===== src/rtl/instr_fetch_pkg.sv =====
// Types and constants shared by the fetch stage and decode.
// Holds the fetch FSM encoding, the queue entry layout and the PC increment helper.
package instr_fetch_pkg;

    localparam int XLEN = 32;
    localparam logic [XLEN-1:0] INSTR_NOP = 32'h0000_0013;

    typedef enum logic [1:0] {
        ST_IDLE  = 2'd0,
        ST_REQ   = 2'd1,
        ST_DRAIN = 2'd2,
        ST_HALT  = 2'd3
    } fetch_state_t;

    typedef struct packed {
        logic [XLEN-1:0] instr;
        logic [XLEN-1:0] pc;
    } fetch_entry_t;

    function automatic logic [XLEN-1:0] pc_next(input logic [XLEN-1:0] pc);
        return pc + XLEN'(4);
    endfunction

endpackage


===== src/rtl/instr_fetch_queue.sv =====
// fetch_queue: DEPTH-entry synchronous FIFO of {instr, pc}; pushed data is visible at the head
// the cycle after the push edge. A push into a full queue is dropped unless a pop happens too.
module fetch_queue
    import instr_fetch_pkg::*;
#(
    parameter int DEPTH = 2,
    parameter int CW    = $clog2(DEPTH + 1)
) (
    input  logic                i_clk,
    input  logic                i_reset,
    input  logic                i_push,
    input  logic [2*XLEN-1:0]   i_push_dat,
    input  logic                i_pop,
    input  logic                i_flush,
    output logic                o_full,
    output logic                o_empty,
    output logic [CW-1:0]       o_count,
    output logic [2*XLEN-1:0]   o_head_dat
);

    localparam int AW = (DEPTH > 1) ? $clog2(DEPTH) : 1;

    logic [2*XLEN-1:0] r_mem [DEPTH];
    logic [AW-1:0]     r_wr_ptr;
    logic [AW-1:0]     r_rd_ptr;
    logic [CW-1:0]     r_count;
    logic [2*XLEN-1:0] r_last;
    logic              w_do_push;
    logic              w_do_pop;

    assign o_empty   = (r_count == '0);
    assign o_full    = (r_count == CW'(DEPTH));
    assign o_count   = r_count;
    assign w_do_pop  = i_pop & ~o_empty;
    assign w_do_push = i_push & (~o_full | w_do_pop);

    // An empty queue keeps showing the last head so decode sees stable (but invalid) data.
    assign o_head_dat = o_empty ? r_last : r_mem[r_rd_ptr];

    always_ff @(posedge i_clk or negedge i_reset) begin
        if (!i_reset) begin
            r_wr_ptr <= '0;
            r_rd_ptr <= '0;
            r_count  <= '0;
            r_last   <= '0;
        end else if (i_flush) begin
            r_wr_ptr <= '0;
            r_rd_ptr <= '0;
            r_count  <= '0;
            r_last   <= o_head_dat;
        end else begin
            if (w_do_push) begin
                r_wr_ptr <= r_wr_ptr + AW'(1);
            end
            if (w_do_pop) begin
                r_rd_ptr <= r_rd_ptr + AW'(1);
            end
            r_count <= r_count + CW'(w_do_push) - CW'(w_do_pop);
            r_last  <= o_head_dat;
        end
    end

    always_ff @(posedge i_clk) begin
        if (w_do_push && !i_flush) begin
            r_mem[r_wr_ptr] <= i_push_dat;
        end
    end

endmodule


===== src/rtl/instr_fetch.sv =====
// Fetch stage: PC, single-outstanding imem req/ack, DEPTH-entry output queue; word visible one cycle
// after its ack edge. Stops requesting while the queue is full; redirects flush and may drain one stale ack.
module instr_fetch
    import instr_fetch_pkg::*;
#(
    parameter logic [XLEN-1:0] RESET_PC = 32'h0000_0000,
    parameter int              DEPTH    = 2
) (
    input  logic            i_clk,
    input  logic            i_reset,
    output logic            o_imem_req,
    output logic [XLEN-1:0] o_imem_addr,
    input  logic            i_imem_ack,
    input  logic [XLEN-1:0] i_imem_rdata,
    output logic [XLEN-1:0] o_instr,
    output logic [XLEN-1:0] o_instr_pc,
    output logic            o_instr_valid,
    input  logic            i_instr_ready,
    input  logic            i_redirect,
    input  logic [XLEN-1:0] i_redirect_pc,
    output logic            o_fault
);

    localparam int CW = $clog2(DEPTH + 1);

    fetch_state_t    r_state;
    fetch_state_t    w_state_nxt;
    logic [XLEN-1:0] r_pc;

    logic            w_redirect_ok;
    logic            w_misaligned;
    logic            w_redirect_go;
    logic            w_ack_take;
    logic            w_push;
    logic            w_pop;
    logic            w_full;
    logic            w_empty;
    logic [CW-1:0]   w_count;
    logic [CW:0]     w_count_after;
    logic            w_room_after;
    fetch_entry_t    w_push_ent;
    fetch_entry_t    w_head_ent;

    // Redirects are dead once halted; a misaligned target halts instead of moving the PC.
    assign w_redirect_ok = i_redirect & (r_state != ST_HALT);
    assign w_misaligned  = (i_redirect_pc[1:0] != 2'b00);
    assign w_redirect_go = w_redirect_ok & ~w_misaligned;

    assign w_ack_take = (r_state == ST_REQ) & i_imem_ack;
    assign w_push     = w_ack_take & ~w_redirect_ok;
    assign w_pop      = i_instr_ready & ~w_redirect_ok;

    assign w_count_after = {1'b0, w_count} + (CW+1)'(w_push) - (CW+1)'(w_pop & ~w_empty);
    assign w_room_after  = (w_count_after < (CW+1)'(DEPTH));

    assign w_push_ent.instr = i_imem_rdata;
    assign w_push_ent.pc    = r_pc;

    fetch_queue #(
        .DEPTH (DEPTH),
        .CW    (CW)
    ) u_queue (
        .i_clk      (i_clk),
        .i_reset    (i_reset),
        .i_push     (w_push),
        .i_push_dat (w_push_ent),
        .i_pop      (w_pop),
        .i_flush    (w_redirect_ok),
        .o_full     (w_full),
        .o_empty    (w_empty),
        .o_count    (w_count),
        .o_head_dat (w_head_ent)
    );

    assign o_instr       = w_head_ent.instr;
    assign o_instr_pc    = w_head_ent.pc;
    assign o_instr_valid = ~w_empty;
    assign o_imem_addr   = r_pc;

    always_ff @(posedge i_clk or negedge i_reset) begin
        if (!i_reset) begin
            r_state <= ST_IDLE;
        end else begin
            r_state <= w_state_nxt;
        end
    end

    always_comb begin
        w_state_nxt = r_state;
        case (r_state)
            ST_IDLE: begin
                if (w_redirect_ok && w_misaligned) begin
                    w_state_nxt = ST_HALT;
                end else if (w_redirect_ok || !w_full) begin
                    w_state_nxt = ST_REQ;
                end
            end
            ST_REQ: begin
                if (w_redirect_ok && w_misaligned) begin
                    w_state_nxt = ST_HALT;
                end else if (w_redirect_ok) begin
                    // Without a same-cycle ack the killed request is still in flight.
                    w_state_nxt = i_imem_ack ? ST_REQ : ST_DRAIN;
                end else if (i_imem_ack) begin
                    w_state_nxt = w_room_after ? ST_REQ : ST_IDLE;
                end
            end
            ST_DRAIN: begin
                if (w_redirect_ok && w_misaligned) begin
                    w_state_nxt = ST_HALT;
                end else if (i_imem_ack) begin
                    w_state_nxt = ST_REQ;
                end
            end
            default: w_state_nxt = ST_HALT;
        endcase
    end

    always_comb begin
        o_imem_req = 1'b0;
        o_fault    = 1'b0;
        case (r_state)
            ST_REQ:  o_imem_req = 1'b1;
            ST_HALT: o_fault    = 1'b1;
            default: ;
        endcase
    end

    always_ff @(posedge i_clk or negedge i_reset) begin
        if (!i_reset) begin
            r_pc <= RESET_PC;
        end else if (w_redirect_go) begin
            r_pc <= i_redirect_pc;
        end else if (w_push) begin
            r_pc <= pc_next(r_pc);
        end
    end

endmodule


===== config.mk =====
export PLATFORM = sky130hd
export DESIGN_NAME = instr_fetch
export DESIGN_NICKNAME = d
export VERILOG_FILES = /design/src/rtl/instr_fetch_pkg.sv /design/src/rtl/instr_fetch_queue.sv /design/src/rtl/instr_fetch.sv
export SDC_FILE = /design/constraint.sdc
export NUM_CORES = 1
export LEC_CHECK = 0
export BUFFER_PORTS_ARGS = -buffer_cell sky130_fd_sc_hd__buf_2
export CAP_MARGIN = 15
export CORE_MARGIN = 3
export CORE_UTILIZATION = 45
export CTS_BUF_LIST = sky130_fd_sc_hd__clkbuf_8
export CTS_CLUSTER_SIZE = 10
export DETAILED_ROUTE_END_ITERATION = 10
export PLACE_DENSITY_LB_ADDON = 0.08
export SETUP_SLACK_MARGIN = 0.5
export SLEW_MARGIN = 20
export SYNTH_ARGS = -nofsm -noshare
export SYNTH_HDL_FRONTEND = slang
export SYNTH_SLANG_ARGS = --single-unit

===== constraint.sdc =====
create_clock -name i_clk -period 14.1 [get_ports i_clk]
set_clock_uncertainty 0.15 [all_clocks]
set_input_delay 0.705 -clock i_clk [delete_from_list [all_inputs] [get_ports i_clk]]
set_output_delay 0.705 -clock i_clk [all_outputs]
set_load 0.01 [all_outputs]

# After elaboration in Yosys (flattened, before gate mapping)
# Memories as Yosys holds them, arrays and structs flattened.
# Index checks and enable logic that the tools add are counted.
totals:
  ramBits: 128
  regBits: 102
  output_inout_bits: 99
  in_bits: 69
  elab_cells: 71
  n_memories: 1
memory_table:
  columns: ["memory", "depth", "word_bits", "read_ports", "rd_clocked_by_memory_dff", "wr", "line", "rtl"]
  rows:
  - ["u_queue.r_mem", 2, 64, 1, 0, 1, "instr_fetch_queue.sv:23", "logic [2*XLEN-1:0] r_mem [DEPTH];"]
op_classes:
  n_reduce_logical: 12
  order_cmp: 1
  add_sub_neg: 7
  bitwise: 14
  muxes: 22
  n_eq_ne: 8
op_table:
  columns: ["op", "count"]
  rows:
  - ["32-bit two-way mux", 2]
  - ["64-bit two-way mux", 1]
  - ["32-bit by 3-bit adder with 32-bit output (second input constant)", 1]
  - ["2-bit two-way mux", 9]
  - ["1-bit two-way mux", 9]
  - ["2-bit nonzero test", 4]
  - ["1-bit AND", 7]
  - ["2-bit equality test (second input constant)", 3]
  - ["3-bit != test (second input constant)", 2]
  - ["2-bit case mux with 3 select lines", 1]
  - ["2-bit logical NOT", 2]
  - ["4-bit by 2-bit != test with 1-bit output (second input constant)", 1]
  - ["1-bit inverter", 4]
  - ["2-bit by 1-bit adder with 3-bit output", 1]
  - ["1-bit by 3-bit AND with 3-bit output", 1]
  - ["3-bit by 2-bit < comparator with 1-bit output (second input constant)", 1]
  - ["1-bit inverter with 3-bit output", 1]
  - ["3-bit AND reduction", 1]
  - ["3-bit subtractor", 1]
  - ["1-bit adder (second input constant)", 2]
  - ["2-bit by 1-bit adder with 2-bit output", 1]
  - ["2-bit by 1-bit equality test with 1-bit output (second input constant)", 1]
  - ["1-bit logical AND", 2]
  - ["1-bit logical NOT", 2]
  - ["4 further kinds", 4]

# Longest topological paths before layout
logic_depth:
  ltp_word: 12
  ltp_mapped: 11
  depth_no_buf: 11

# Cells and area by module
# A second synthesis with hierarchy kept.
hier_totals:
  hier_cells: 682
  hier_area_um2: 9157.5
by_module_without_submodules:
  columns: ["mod", "area_per_inst_um2", "cells_per_inst", "instances", "seq_area_each_um2"]
  rows:
  - ["fetch_queue", 7051.8, 434, 1, 5545.3]
  - ["instr_fetch", 2105.8, 248, 1, 850.8]

# Worst setup path before layout
# OpenSTA, ideal clock, no wires.
synth_path:
  path_kind: "input to register"
  start: "input port i_redirect"
  end: "memory u_queue.r_mem[0][0] (netlist bit) (enable)"
  slack_ps: 9164
  setup_time_ps: 494
  stages: 5
  arrival_ps: 4292
  cell_sequence: "buf_6 > nand4bb_1 > buf_6 > a21oi_1 > nor2b_1"
synth_via:
  elab_chain_cells: 9
synth_rtl:
  columns: ["item", "line", "rtl"]
  rows:
  - ["start: declaration", "instr_fetch.sv:19", "input logic i_redirect,"]
  - ["1-bit AND *", "instr_fetch.sv:45", "assign w_redirect_ok = i_redirect & (r_state != ST_HALT);"]
  - ["1-bit inverter", "instr_fetch.sv:50, instr_fetch.sv:51", null]
  - ["1-bit AND", "instr_fetch.sv:51", "assign w_pop = i_instr_ready & ~w_redirect_ok;"]
  - ["1-bit AND", "instr_fetch_queue.sv:34", "assign w_do_pop = i_pop & ~o_empty;"]
  - ["1-bit OR", "instr_fetch_queue.sv:35", "assign w_do_push = i_push & (~o_full | w_do_pop);"]
  - ["1-bit AND", "instr_fetch_queue.sv:35", null]
  - ["1-bit logical AND *", "instr_fetch_queue.sv:64", "if (w_do_push && !i_flush) begin"]
  - ["1-bit two-way mux *", "instr_fetch_queue.sv:64", null]
  - ["1-bit two-way mux (not written as such) *", "instr_fetch_queue.sv:65", "r_mem[r_wr_ptr] <= i_push_dat;"]
  - ["end: declaration", "instr_fetch_queue.sv:23", null]
# Mark *: on every way between the ends. The rest lies on a longest branch, timed or not.

# Final worst setup path
layout_path:
  start: "register u_queue.r_count[1] (netlist: u_queue.o_count[1])"
  end: "output port o_instr_pc[17]"
layout_via:
  elab_chain_cells: 2
layout_rtl:
  columns: ["item", "line", "rtl"]
  rows:
  - ["start: declaration", "instr_fetch_queue.sv:26", "logic [CW-1:0] r_count;"]
  - ["start signal: assignment", "instr_fetch_queue.sv:58", "r_count <= r_count + CW'(w_do_push) - CW'(w_do_pop);"]
  - ["2-bit logical NOT", "instr_fetch_queue.sv:31", "assign o_empty = (r_count == '0);"]
  - ["64-bit two-way mux", "instr_fetch_queue.sv:38", "assign o_head_dat = o_empty ? r_last : r_mem[r_rd_ptr];"]
  - ["end: declaration", "instr_fetch.sv:16", "output logic [XLEN-1:0] o_instr_pc,"]
# No other way between the ends.

==> impl_metrics.json <==
{
  "grt.total_usage_pct": 17.8,
  "ios": 168,
  "synth-seq-area-share_pct": 71.4,
  "p_leak_nw": 4.68,
  "synth.distinct_cells": 39,
  "nFillCells": 1624,
  "cts_buffer_depth": 3,
  "syn_inst": 656,
  "cts_setup_buffers": 0,
  "initial_core_util_pct": 46.8,
  "final.setup.tns_ns": 0,
  "wl_per_cell_um": 17.1,
  "endpoint_kind": "output pin",
  "worstHoldPathType": "input pin to async pin",
  "htreeDepth": 2,
  "hold_viol_final": 0,
  "post-route-period-util_pct": 25.6,
  "tightest_slew_ns": 1.04,
  "required_ns": 13.24,
  "crit_path_max_incr_delay_ns": 0.70,
  "clk_pin_slew_ns": 0.06,
  "cts-resized-gates": 0,
  "pwr_density_cell_nw_per_um2": 122,
  "synth_area_per_cell_um2": 13.7,
  "vias": 5687,
  "drive_gt1_share_pct": 27.5,
  "finalNetCount": 909,
  "critPathBufInv": 2,
  "finalSetupViolCount": 0,
  "syn_area_um2": 8950,
  "final_cell_mix": "166 x buf_2, 128 x edfxtp_1, 101 x dfrtp_1, 75 x nor2_1, 75 x a21oi_1",
  "cts_buffers": 40,
  "gp_congestion": 0.881,
  "area_delta_synth_final_pct": 21.3,
  "firstDrtPassIters": 4,
  "n_antenna_cell": 0,
  "grt_pass1_vias": 5982,
  "ir_worst_vdd_uv": 55.4,
  "die_h_um": 147,
  "max_freq_ghz": 0.277,
  "port_buffers": 167,
  "via_per_inst": 5.05,
  "worstPathCellList": "or2_4 > buf_4 > nor2_1 > a21oi_1 > buf_2",
  "syn-num-nets": 728,
  "max_slew_margin_pct": 30.2,
  "final_util_pct": 56.8,
  "worst-path-stages": 5,
  "max_cap_violations": 0,
  "drc": 0,
  "ctsHoldBuffers": 0,
  "layout_min_cycle_time_ns": 3.62,
  "dp_hpwl_um": 12300,
  "worst-r2r-cell-count": 4,
  "cp_slowest_cell": "buf_4",
  "ant_nets": 0,
  "clk_latency_ns": 0.52,
  "cts_tree": "done",
  "rsz0062_at_grt": "no",
  "grt_max_degree": 83,
  "die_area_um2": 21600,
  "critical_path_class": "flip-flop to output pin",
  "path_max_fanout": 82,
  "status": "finished, final reports clean",
  "yosysWarnings": 0,
  "globalRouteOverflowTotal": 0,
  "dieWidth_um": 147,
  "cts_sinks": 230,
  "drt_iter0_drc": 237,
  "layout_commonest_cell": "buf_2",
  "critPathTopFamily": "buffers and inverters",
  "cts-root-buf": "clkbuf_8",
  "antenna_found_initial": 0,
  "synth_seq_cells": 230,
  "core_area_um2": 19100,
  "arrival_ns": 2.76,
  "cp-start-kind": "flip-flop",
  "rows": 50,
  "grt_pass1_wl_um": 30700,
  "finalWirelength_um": 19300,
  "slew_violations": 0
}
[registers in the layout, indices dropped and copies added, names as in the netlist]
register	flops
u_queue.r_wr_ptr	1
u_queue.r_mem	128
u_queue.r_rd_ptr	1
r_state	2
o_imem_addr	32
u_queue.r_last	64
u_queue.o_count	2
[kinds of logic (layout without fill, tap and decap cells)]
family	after synthesis	count (layout)	synth area share (%)
flops	230	230	71.4
simple gates	184	184	9.93
compound gates	108	108	6.27
mux	66	66	7.39
buf+inv	37	248	1.73
xor+xnor	28	28	2.74
fa+ha+maj	3	3	0.503
[power by group]
group          internal [mW]  switching (mW)
Sequential             0.708               0
Clock                  0.347           0.254
Combinational        0.00747          0.0118
[layer usage]
metal / up-vias / global-route usage [%] / wire (µm) / part of all wire [%]
li1: 2743 / - / - / -
met4: 0 / 6.06 / 355 / 1.8
met2: 182 / 29.6 / 9430 / 49
met1: 2733 / 23.2 / 8360 / 43
met3: 29 / 4.35 / 1180 / 6.1
met5: - / 0 / 0 / 0
[area by class of cell]
cell class | count | area, µm² | share of cell area, %
Clock inverter | 27 | 189 | 1.74
Timing Repair Buffer | 172 | 896 | 8.25
Inverter | 4 | 15.0 | 0.138
Clock buffer | 45 | 619 | 5.70
Tap cell | 260 | 325 | 2.99
Sequential cell | 230 | 6400 | 58.9
Multi-Input combinational cell | 389 | 2420 | 22.3
[cell usage after synthesis]
cell | n | area, µm²
nand4b_1 | 1 | 8.76
nor2_1 | 75 | 282
and2_2 | 1 | 7.51
or2_2 | 2 | 12.5
nand2_1 | 37 | 139
edfxtp_1 | 128 | 3840
inv_1 | 4 | 15.0
nand4_4 | 1 | 21.3
o21ai_0 | 23 | 115
fa_1 | 1 | 20.0
nand4bb_1 | 1 | 11.3
xnor2_1 | 11 | 96.3
and4bb_2 | 1 | 12.5
o211ai_1 | 2 | 15.0
nand3_1 | 13 | 65.1
or3_1 | 4 | 25.0
nor4_2 | 2 | 25.0
clkbuf_1 | 24 | 90.1
or4_1 | 1 | 7.51
and2_1 | 6 | 37.5
ha_1 | 2 | 25.0
buf_1 | 6 | 22.5
nor3_1 | 19 | 95.1
a31oi_1 | 5 | 31.3
a211oi_1 | 1 | 7.51
a21oi_1 | 75 | 375
dfrtp_1 | 102 | 2550
and3_1 | 4 | 25.0
nand4_1 | 10 | 62.6
nor2b_1 | 3 | 18.8
mux2i_1 | 65 | 651
nor4_4 | 1 | 21.3
a22oi_1 | 1 | 7.51
mux2_2 | 1 | 11.3
xor2_1 | 17 | 149
a32o_1 | 1 | 10.0
buf_2 | 1 | 5.00
nor4_1 | 2 | 12.5
buf_6 | 2 | 22.5
[through the flow]
step	instances	cell area (µm²)	setup slack, ns	hold WS [ns]	total power, mW
floorplan	656	8950	9.16	0.259	0.723
global placement	1054	10000	10.90	0.319	0.740
detailed placement	1054	10000	10.81	0.324	0.741
CTS	1126	10800	10.46	0.00504	1.35
global route	1127	10900	10.26	0.0331	1.38
finish	1127	10900	10.49	0.0238	1.33
[final timing paths]
path / slack (ns) / start / endpoint
worst max-delay path: 10.49 / u_queue.o_count[1] / o_instr_pc[17]
worst min-delay path: 0.02 / i_reset / u_queue.r_last[14]
worst max register to register: 11.20 / r_state[1] / u_queue.r_mem[0][50]
worst min register to register: 0.34 / o_imem_addr[1] / u_queue.r_mem[1][1]
max in group asynchronous: 12.41 / i_reset / u_queue.r_rd_ptr
min in group i_clk: 0.23 / i_imem_rdata[14] / u_queue.r_mem[1][46]
No activity file was read; power rests on OpenSTA's default activity.
